File: config.mk
export PLATFORM = sky130hd
export DESIGN_NAME = time_alarm_core
export DESIGN_NICKNAME = d
export VERILOG_FILES = /design/src/rtl/time_alarm_core.sv
export SDC_FILE = /design/constraint.sdc
export NUM_CORES = 1
export LEC_CHECK = 0
export CAP_MARGIN = 20
export CORE_MARGIN = 5
export CORE_UTILIZATION = 40
export DETAILED_ROUTE_END_ITERATION = 10
export PLACE_DENSITY = 0.66
export SYNTH_ARGS = -nofsm -noshare
export SYNTH_HDL_FRONTEND = slang
export SYNTH_SLANG_ARGS = --single-unit
File: constraint.sdc
create_clock -name clk -period 4.2 [get_ports clk]
set_clock_uncertainty 0.2 [all_clocks]
set_input_delay 0.84 -clock clk [delete_from_list [all_inputs] [get_ports clk]]
set_output_delay 0.84 -clock clk [all_outputs]
set_load 0.02 [all_outputs]
File: src/rtl/time_alarm_core.sv
// BCD timekeeping and alarm datapath: HH:MM:SS clock, HH:MM alarm, field adjust and ring control.
// Optional snooze support is compiled in when SNOOZE_EN is defined.
module time_alarm_core #(
  parameter int unsigned RING_SECS    = 60,
  parameter int unsigned ALARM_RST_HH = 6,
  parameter int unsigned SNOOZE_MIN   = 5
) (
  input  logic        clk,
  input  logic        reset,
  input  logic        tick_1hz,
  input  logic [2:0]  adj_sel,
  input  logic        inc,
  input  logic        dec,
  input  logic        alarm_arm,
  input  logic        alarm_stop,
  input  logic        alarm_snooze,
  output logic [15:0] digits,
  output logic [7:0]  secs,
  output logic        show_alarm,
  output logic        alarm_ringing,
  output logic        sec_blink
);

  // Fields are held in binary and converted to BCD on the way out, so no
  // output digit can ever pass through a non-BCD value.
  function automatic logic [7:0] to_bcd(input logic [6:0] v);
    return {4'(v / 7'd10), 4'(v % 7'd10)};
  endfunction

  function automatic logic [5:0] step_min(input logic [5:0] v, input logic up);
    if (up) return (v == 6'd59) ? 6'd0 : v + 6'd1;
    else    return (v == 6'd0) ? 6'd59 : v - 6'd1;
  endfunction

  function automatic logic [4:0] step_hr(input logic [4:0] v, input logic up);
    if (up) return (v == 5'd23) ? 5'd0 : v + 5'd1;
    else    return (v == 5'd0) ? 5'd23 : v - 5'd1;
  endfunction

  logic [5:0] sec_q, sec_d, min_q, min_d, amin_q, amin_d;
  logic [4:0] hr_q, hr_d, ahr_q, ahr_d;
  logic       blink_q, blink_d, ring_q, ring_d, show_q, show_d;
  logic [7:0] ring_cnt_q, ring_cnt_d;

  logic clk_adj, alm_adj, step, tick_ok, adj_ok, at_zero, alarm_hit, ring_clr;
  logic snz_req, snz_hit;

  always_comb begin
    clk_adj = (adj_sel == 3'd1) || (adj_sel == 3'd2);
    alm_adj = (adj_sel == 3'd3) || (adj_sel == 3'd4);
    step    = inc ^ dec;
    tick_ok = tick_1hz && !clk_adj;
    adj_ok  = step && (clk_adj || alm_adj);
    show_d  = alm_adj;
  end

  always_comb begin
    sec_d   = sec_q;
    min_d   = min_q;
    hr_d    = hr_q;
    blink_d = blink_q;
    amin_d  = amin_q;
    ahr_d   = ahr_q;
    if (tick_ok) begin
      blink_d = !blink_q;
      if (sec_q == 6'd59) begin
        sec_d = 6'd0;
        if (min_q == 6'd59) begin
          min_d = 6'd0;
          hr_d  = (hr_q == 5'd23) ? 5'd0 : hr_q + 5'd1;
        end else begin
          min_d = min_q + 6'd1;
        end
      end else begin
        sec_d = sec_q + 6'd1;
      end
    end else if (clk_adj && step) begin
      sec_d = 6'd0;
      if (adj_sel == 3'd1) min_d = step_min(min_q, inc);
      else                 hr_d  = step_hr(hr_q, inc);
    end
    if (alm_adj && step) begin
      if (adj_sel == 3'd3) amin_d = step_min(amin_q, inc);
      else                 ahr_d  = step_hr(ahr_q, inc);
    end
  end

  // Matches only fire on the tick that rolls seconds to :00, never on an adjust.
  always_comb begin
    at_zero   = tick_ok && (sec_q == 6'd59);
    alarm_hit = at_zero && alarm_arm && (min_d == amin_q) && (hr_d == ahr_q);
  end

`ifdef SNOOZE_EN
  logic       snz_act_q, snz_act_d, snz_cancel;
  logic [5:0] snz_min_q, snz_min_d;
  logic [4:0] snz_hr_q, snz_hr_d;
  logic [6:0] snz_sum;

  always_comb begin
    snz_cancel = alarm_stop || !alarm_arm || (alm_adj && step);
    snz_req    = alarm_snooze && ring_q;
    snz_hit    = snz_act_q && at_zero && alarm_arm &&
                 (min_d == snz_min_q) && (hr_d == snz_hr_q);
    snz_sum    = {1'b0, min_q} + 7'(SNOOZE_MIN);
    snz_act_d  = snz_act_q;
    snz_min_d  = snz_min_q;
    snz_hr_d   = snz_hr_q;
    if (snz_cancel) begin
      snz_act_d = 1'b0;
    end else if (snz_req) begin
      snz_act_d = 1'b1;
      if (snz_sum >= 7'd60) begin
        snz_min_d = 6'(snz_sum - 7'd60);
        snz_hr_d  = step_hr(hr_q, 1'b1);
      end else begin
        snz_min_d = snz_sum[5:0];
        snz_hr_d  = hr_q;
      end
    end else if (snz_hit) begin
      snz_act_d = 1'b0;
    end
  end

  always_ff @(posedge clk or posedge reset) begin
    if (reset) begin
      snz_act_q <= 1'b0;
      snz_min_q <= 6'd0;
      snz_hr_q  <= 5'd0;
    end else begin
      snz_act_q <= snz_act_d;
      snz_min_q <= snz_min_d;
      snz_hr_q  <= snz_hr_d;
    end
  end
`else
  logic unused_snooze;
  assign unused_snooze = ^{alarm_snooze, 7'(SNOOZE_MIN)};

  always_comb begin
    snz_req = 1'b0;
    snz_hit = 1'b0;
  end
`endif

  // Clear wins over set when both occur on the same edge.
  always_comb begin
    ring_clr   = alarm_stop || !alarm_arm || adj_ok || snz_req;
    ring_d     = ring_q;
    ring_cnt_d = ring_cnt_q;
    if (ring_clr) begin
      ring_d     = 1'b0;
      ring_cnt_d = 8'd0;
    end else if (alarm_hit || snz_hit) begin
      ring_d     = 1'b1;
      ring_cnt_d = 8'(RING_SECS);
    end else if (ring_q && tick_ok) begin
      if (ring_cnt_q <= 8'd1) begin
        ring_d     = 1'b0;
        ring_cnt_d = 8'd0;
      end else begin
        ring_cnt_d = ring_cnt_q - 8'd1;
      end
    end
  end

  always_ff @(posedge clk or posedge reset) begin
    if (reset) begin
      sec_q      <= 6'd0;
      min_q      <= 6'd0;
      hr_q       <= 5'd0;
      amin_q     <= 6'd0;
      ahr_q      <= 5'(ALARM_RST_HH);
      blink_q    <= 1'b0;
      ring_q     <= 1'b0;
      ring_cnt_q <= 8'd0;
      show_q     <= 1'b0;
    end else begin
      sec_q      <= sec_d;
      min_q      <= min_d;
      hr_q       <= hr_d;
      amin_q     <= amin_d;
      ahr_q      <= ahr_d;
      blink_q    <= blink_d;
      ring_q     <= ring_d;
      ring_cnt_q <= ring_cnt_d;
      show_q     <= show_d;
    end
  end

  always_comb begin
    if (show_q) digits = {to_bcd({2'b0, ahr_q}), to_bcd({1'b0, amin_q})};
    else        digits = {to_bcd({2'b0, hr_q}), to_bcd({1'b0, min_q})};
    secs          = to_bcd({1'b0, sec_q});
    show_alarm    = show_q;
    alarm_ringing = ring_q;
    sec_blink     = blink_q;
  end

endmodule

==> results.txt, run 1 <==
The run finished with clean final reports. The iteration count of the initial detailed-routing pass is 5. The delay of the slowest critical-path stage is 360 ps. Ranked by total cell area, the synthesized netlist is headed by sky130_fd_sc_hd__dfrtp_1 (23%), sky130_fd_sc_hd__ha_1 (7.4%), sky130_fd_sc_hd__o21ai_0 (6.0%), sky130_fd_sc_hd__a21oi_1 (4.4%), sky130_fd_sc_hd__nor2_1 (4.0%).

The class of the tightest hold or removal check is register to register. 0 antenna diodes ended up in the layout. The signal on the critical path passes through buf_4 -> mux2i_4 -> inv_2 -> ha_1 -> o21ai_2 -> xnor2_2 -> inv_1 -> ha_1 -> o21bai_1 -> o221ai_1 -> and2_4 -> buf_4 -> xnor2_1 -> dlygate4sd2_1.

The via count of the first global-routing pass is 3803. The slew of the pin with the lowest slew margin is 581 ps. The initial antenna violation count came out at 0. The async set or reset register ratio after synthesis is 100%. The setup TNS came out at 0 ps. The overall routing resource usage is 16.7%. The cell count after synthesis is 529. The setup-violating endpoint count in the final report is 0. The static power due to leakage is 2.02 nW. The total of fill cells in the finished design came out at 949.

The aggregate routed wire length came out at 10600 um. The synthesized design contains 39 register bits. The post-route cell area is 4770 um^2.

The worst setup path is launched from a register. The least setup slack across all paths after layout is 209 ps. Power spread over the standard cell area amounts to 649 nW/um^2. The deepest level of the CTS H-tree came out at 2. The arrival time of data at the critical path endpoint came out at 2950 ps.

The die span in y came out at 111 um. The standard cell area after detailed placement came out at 4610 um^2. The final global-route overflow total is 0. For this run, global-route usage on met1 was measured as 22.0%. The count of different cell masters after synthesis is 77. The slowest cell on the critical path is sky130_fd_sc_hd__dfrtp_2. In this run the most used layer during global routing was met2. The combined area of all synthesized cells is 4070 um^2. The worst setup path is captured at a primary output. The number of design rule violations left after detail routing came out at 0. The starting utilization of the core area is 41.3%. The total placed cells including tap cells came out at 690. Along the worst path, the maximum fanout reaches 4.

The die is 111 um wide. The synthesis warning total is 0. The data required time at the worst endpoint is 3160 ps. The minimum clock period came out at 3990 ps. The worst slack after detailed placement is -40.9 ps. The maximum buffer depth of the clock tree is 2. The portion of the clock cycle consumed by the worst path in the final layout is 95.0%. For this run, the top clock speed supported by timing is 251 MHz. Compared with the post-synthesis result, the final layout area differs by 17.2%. The first global-routing pass estimated 17800 um of wire.

The average vias per placed instance came out at 5.84. Cells with a size suffix above 1 make up 12.8% of the layout. The floorplan die area is 12300 um^2. The biggest area contributor in the post-synthesis netlist is sky130_fd_sc_hd__dfrtp_1. The number of nets with antenna violations after routing is 0.

The number of pins exceeding their max-slew limit in the final report was 0. The detailed placer's ending HPWL came out at 7980 um. The number of DRC markers in iteration 0 came out at 330.

The cell sitting at the root of the clock tree is a sky130_fd_sc_hd__clkbuf_8. The routability-driven placement congestion ratio is 0.935. The met3 track demand over resource in global routing came out at 2.57%. The storage element area is 980 um^2. TritonCTS built the clock tree. The clock-pin slew on the worst setup and hold paths came out at 80 ps.

The clock sink total is 39. The minimum hold slack came out at 282 ps. In this run the tightest slew margin relative to its limit is 61.3%. Max-cap violations in this run came to 0. The critical path's top delay family is buffers and inverters. The routed via count is 4104.

The share of the yosys chip area belonging to registers came out at 24.0%. The multi-input logic area came out at 2840 um^2. The count of endpoints failing hold in the final timing report came out at 0. The wire length per cell after detailed routing came out at 15.1 um. The critical path start-end classification is register to primary output.

Global routing consumed, on the met2 layer, 29.5% of the routing resources. Entering global routing, the biggest net connects 40 pins. The core area came out at 9860 um^2. The count of input and output buffers is 32. Counting flops with a built-in enable in the synthesized netlist gives 0. In this run the count of I/O pins placed on the die edge is 38. The clock buffer count from CTS came out at 5.

Setup repair after global routing left no endpoint under its margin. VDD sags by at most 0.437 mV. At the end of the flow, the number of nets in the layout was 604. The most frequently used flop master after synthesis is sky130_fd_sc_hd__dfrtp_1. The source-to-sink clock delay at the later pin of the worst-skew pair is 290 ps.

The post-layout instance count excluding filler cells came out at 703. The proportion of netlist area held by the largest area contributor is 22.7%. Counting both buffers and inverters, the worst setup path holds a total of 5. The number of core rows is 36.

The average footprint of a synthesized cell came out at 7.70 um^2.
## placed cells by master, fill, tap and decap left out, types with 7 or more instances in the layout
cell type	Yosys	routed
sky130_fd_sc_hd__and3_1	7	7
sky130_fd_sc_hd__a21oi_1	36	36
sky130_fd_sc_hd__dfrtp_1	37	36
sky130_fd_sc_hd__mux2i_1	13	10
sky130_fd_sc_hd__xnor2_1	16	15
sky130_fd_sc_hd__buf_4	7	34
sky130_fd_sc_hd__nor2b_1	8	8
sky130_fd_sc_hd__nand2_1	39	39
sky130_fd_sc_hd__xor2_1	8	8
sky130_fd_sc_hd__ha_1	24	24
sky130_fd_sc_hd__inv_1	33	32
sky130_fd_sc_hd__nor3_1	20	20
sky130_fd_sc_hd__nand3_1	19	19
sky130_fd_sc_hd__a31oi_1	10	10
sky130_fd_sc_hd__nand4_1	7	7
sky130_fd_sc_hd__nor2_1	43	43
sky130_fd_sc_hd__clkdlybuf4s50_1	0	22
sky130_fd_sc_hd__o21ai_0	49	46
## where the power goes
group	internal (mW)	total [mW]	switching, mW
sequential	0.489	0.685	0.195
combinational	0.949	2.16	1.21
clock	0.114	0.254	0.140
## cell families (layout without fill, tap and decap cells)
logic type               Yosys count  in the layout  share of synthesized area, %
buffers and inverters             71            109                          7.77
other                              1              4                        0.0921
flip-flops                        39             39                          24.0
XOR/XNOR                          25             25                          5.56
adder cells (fa/ha/maj)           24             24                          7.37
AO/OA/AOI/OAI                    167            167                          26.9
AND/OR/NAND/NOR                  186            186                          24.2
multiplexers                      16             16                          4.02
## routing by layer
| metal | up-vias | part of all wire [%] |
|---|---|---|
| met1 | 1998 | 45 |
| met3 | 6 | 4.7 |
| li1 | 1993 | - |
| met5 | - | 0 |
| met4 | 0 | 0.58 |
| met2 | 107 | 49 |
## area by class of cell
class	instances	share of cell area, %
Clock inverter	3	0.315
Multi-Input combinational cell	422	59.5
Clock buffer	5	1.44
Timing Repair Buffer	67	12.1
Tap cell	133	3.49
Inverter	34	2.67
Sequential cell	39	20.5
## state kept, by name, summed over array words and instances (netlist names)
register       count
ahr_q              5
alarm_ringing      1
amin_q             6
hr_q               5
min_q              6
ring_cnt_q         8
sec_blink          1
sec_q              6
show_alarm         1
## worst paths after layout
kind | from | to | slack (ps) | depth (start not counted)
setup / recovery | show_alarm | digits[9] | 210 | 14
hold / removal | sec_blink | sec_blink | 280 | 1
hold reg to reg | sec_blink | sec_blink | 280 | 1
min in group asynchronous | reset | alarm_ringing | 770 | 3
setup reg to reg | sec_q[2] | ring_cnt_q[7] | 930 | 9
max in group asynchronous | reset | show_alarm | 2640 | 3
## synth_stat cells, drive strengths merged (5+ instances only)
| master | count |
|---|---|
| nor3b | 7 |
| mux2i | 13 |
| xor2 | 9 |
| and3 | 7 |
| xnor2 | 16 |
| dfrtp | 37 |
| nand3 | 20 |
| a21oi | 36 |
| a211oi | 6 |
| nor2 | 43 |
| o22ai | 6 |
| a221oi | 6 |
| and2 | 5 |
| nor2b | 8 |
| nand3b | 5 |
| nand2 | 40 |
| nor3 | 20 |
| o21ai | 50 |
| clkbuf | 19 |
| buf | 18 |
| nand4 | 8 |
| ha | 24 |
| a31oi | 10 |
| inv | 33 |
| a21boi | 5 |
| a21o | 5 |
## timing repair
action	in CTS	in global routing
setup buffers	2	2
resized for setup	14	15
pin swaps	1	1
gates cloned	0	0
hold buffers	0	0
endpoints found under the setup margin	9	11
## through the flow
stage / power, mW / util (%)
5_1_grt: 3.36 / 48.4
6_report: 3.10 / 48.4
4_1_cts: 3.06 / 47.7
3_3_place_gp: 2.77 / 46.7
2_1_floorplan: 2.11 / -
3_5_place_dp: 2.85 / 46.7
No activity file was read; power rests on OpenSTA's default activity.
==> run 2: changes to the inputs <==
--- a/config.mk
+++ b/config.mk
@@ -9,6 +9,7 @@
 export CORE_MARGIN = 5
 export CORE_UTILIZATION = 40
 export DETAILED_ROUTE_END_ITERATION = 10
+export MAX_ROUTING_LAYER = met4
 export PLACE_DENSITY = 0.66
 export SYNTH_ARGS = -nofsm -noshare
 export SYNTH_HDL_FRONTEND = slang
==> run 2 against run 1 <==
Effect of this change:
- worst setup slack got worse by 0.63 ps
- worst hold slack improved by 0.87 ps
- die area did not move
- combinational power barely moved
- sequential share of layout area did not move
- non-clock buffer count did not move
- critical path depth did not move
- clock power barely moved
- cell count did not move
- utilization did not move
- sequential power barely moved
- maximum frequency barely moved
==> results.txt, run 2 (synthesis results as in run 1) <==
The static power due to leakage is 2.02 nW. The share of power burned in combinational logic came out at 69.6%. In the global route stage, met1 resource usage came out at 22.3%. The max-capacitance violation count came out at 0. The maximum resistive drop on vdd came out at 0.437 mV. The met3 track demand over resource in global routing came out at 2.07%. The largest driver fanout on the critical path is 4.

The source-to-sink clock delay at the later pin of the worst-skew pair came out at 290 ps. The routed via count came out at 4059. Based on the critical path, the design can be clocked at up to 250 MHz. Routability-driven placement finished with a final weighted congestion of 0.952. Of the available clock period, the critical path in the final layout requires 95.0%. The initial utilization of the core area, before any placement, comes to 41.3%. The slowest stage of the critical path belongs to the cell sky130_fd_sc_hd__dfrtp_2. The data required time at the worst endpoint is 3160 ps.

The sequential share of power is 22.2%. The run finished with clean final reports. The worst setup path is captured at a primary output.

The number of pins exceeding their max-slew limit in the final report is 0. The fraction of power spent switching nets is 49.8%. The net total in the final layout is 604.

The core area is 9860 um^2. The number of DRC markers in iteration 0 came out at 282. The setup-violating endpoint count in the final report came out at 0. On the worst path, the slowest cell contributes a delay of 360 ps. After layout, the minimum clock period comes to 3990 ps. The deepest level of the CTS H-tree is 2. The layout cell share with drive strength beyond 1 came out at 12.8%.

The clock buffer count from CTS came out at 5. The initial antenna violation count is 0. Detailed placement finished with a half-perimeter wire length of 7980 um. The arrival time of data at the critical path endpoint is 2950 ps. In this run the critical register-to-register path is launched from sec_q[2]. The count of nets left with antenna violations once routing finished came out at 0. The aggregate routed wire length came out at 10600 um. Global routing used 17.1% of the available tracks. The number of inserted diodes is 0. The wire length of the first global-routing pass is 17800 um. The area growth from synthesis to layout is 17.2%. The average vias per placed instance is 5.77. Dividing total power by cell area gives a power density of 648 nW/um^2. The worst setup path is of the register to primary output kind.

The signal on the critical path passes through buf_4 -> mux2i_4 -> inv_2 -> ha_1 -> o21ai_2 -> xnor2_2 -> inv_1 -> ha_1 -> o21bai_1 -> o221ai_1 -> and2_4 -> buf_4 -> xnor2_1 -> dlygate4sd2_1. The root buffer cell chosen for the clock tree is sky130_fd_sc_hd__clkbuf_8. For this run, the detailed router's first-pass iteration total came to 8. The part of the total power dissipated in the clock network is 8.3%. The register with the most flip-flops in the layout has 8 of them. The finished layout holds 703 standard cells, fillers aside. The via count of the first global-routing pass came out at 3792. The count of endpoints failing hold in the final timing report was 0.

The critical path contains buffers and inverters numbering 5 combined. The count of pins on the block boundary came out at 38. The slew of the pin with the lowest slew margin is 565 ps. The maximum buffer depth of the clock tree is 2. The library cells used most frequently in the layout, excluding fill and tap cells, are sky130_fd_sc_hd__o21ai_0 (46), sky130_fd_sc_hd__nor2_1 (43), sky130_fd_sc_hd__nand2_1 (39). The total placed cells including tap cells came out at 690. The number of design rule violations left after detail routing is 0. The count of hold-fix buffers inserted at cts came out at 0. The critical path's top delay family is buffers and inverters. The clock-pin slew on the worst setup and hold paths came out at 80 ps. Cell internal power was estimated by the tool at 1.55 mW. The critical path starts at show_alarm. After floorplanning, the core was divided into 36 placement rows. The total of fill cells in the finished design came out at 948.

The class of the tightest hold or removal check is register to register. The multi-input logic area is 2840 um^2. The layer flagged by global routing as most heavily used is met2. TritonCTS built the clock tree. The clock sink total came out at 39. The wire length per cell after detailed routing is 15.1 um. The worst setup path is launched from a register.

The floorplan die width is 111 um. The final global-route overflow total is 0. The worst slack after detailed placement is -40.9 ps.

The worst hold path begins at sec_blink. More flip-flops sit in one register than any other, and that register is ring_cnt_q. The count of input and output buffers came out at 32.

The commonest non-fill, non-tap cell in the layout is sky130_fd_sc_hd__o21ai_0. The met2 layer usage reported by global route is 29.4%. Summed over all nets, the switching power comes to 1.54 mW. Entering global routing, the biggest net connects 40 pins.

The least setup slack across all paths after layout came out at 208 ps. The sequential cells in the finished layout cover a total of 980 um^2. The floorplan die area came out at 12300 um^2. Setup repair after global routing left no endpoint under its margin. The worst pin sits at a relative slew slack of 62.0%. The die span in y came out at 111 um.
[run 2: cell counts in the layout (fill, tap and decap cells not counted)]
Identical to the previous run, type by type.
[run 2: power by group through the flow]
stage	Combinational, mW	Clock (mW)	Sequential [mW]
floorplan	1.54	0	0.573
global placement	2.10	0	0.673
detailed placement	2.17	0	0.680
CTS	2.12	0.261	0.675
global route	2.38	0.273	0.706
finish	2.15	0.256	0.686
[run 2: area by class of cell]
| class | count | share of cell area [%] |
|---|---|---|
| Clock buffer | 5 | 1.44 |
| Clock inverter | 3 | 0.315 |
| Inverter | 34 | 2.67 |
| Multi-Input combinational cell | 422 | 59.5 |
| Sequential cell | 39 | 20.5 |
| Tap cell | 133 | 3.49 |
| Timing Repair Buffer | 67 | 12.1 |
[run 2: routing by layer]
layer  vias up  routed length [um]
met4         0                  70
met1      1966                4870
met5         -                   0
met3         8                 456
li1       1993                   -
met2        92                5230
[run 2: worst paths after layout]
check | to | slack, ps | cells after the start
max | digits[9] | 210 | 14
min | sec_blink | 280 | 1
max reg2reg | ring_cnt_q[7] | 920 | 9
min reg2reg | sec_blink | 280 | 1
max in group asynchronous | show_alarm | 2640 | 3
min in group asynchronous | alarm_ringing | 770 | 3
[run 2: worst register-to-register path, stage by stage, from the launching register on]
cell                        delay, ps
sky130_fd_sc_hd__dfrtp_1          510
sky130_fd_sc_hd__buf_4            220
sky130_fd_sc_hd__and4b_2          340
sky130_fd_sc_hd__nand4_4          160
sky130_fd_sc_hd__mux2i_1          360
sky130_fd_sc_hd__xnor2_1          140
sky130_fd_sc_hd__or4_4            440
sky130_fd_sc_hd__a2111oi_4        440
sky130_fd_sc_hd__nand3_2          170
sky130_fd_sc_hd__and3_1           210
[run 2: stage by stage]
step | TNS, ps | instance area [um^2] | power (mW) | util [%] | hold slack, ps
global placement | 0 | 4610 | 2.77 | 46.7 | 267
global route | 0 | 4770 | 3.36 | 48.4 | 305
CTS | 0 | 4710 | 3.06 | 47.7 | 286
detailed placement | -50.9 | 4610 | 2.85 | 46.7 | 273
finish | 0 | 4770 | 3.09 | 48.4 | 282
floorplan | 0 | 4080 | 2.11 | - | 289
[run 2: what timing repair did]
action                     4_1_cts  5_1_grt
gates resized for setup         14       15
pin swaps                        1        1
buffers inserted                 2        2
setup endpoints to repair        9       11
==> run 3: changes to the inputs <==
--- a/config.mk
+++ b/config.mk
@@ -8,6 +8,7 @@
 export CAP_MARGIN = 20
 export CORE_MARGIN = 5
 export CORE_UTILIZATION = 40
+export CTS_CLUSTER_SIZE = 16
 export DETAILED_ROUTE_END_ITERATION = 10
 export MAX_ROUTING_LAYER = met4
 export PLACE_DENSITY = 0.66
==> results of run 3 <==
No change in the layout: final DEF, timing and power equal those of run 2.
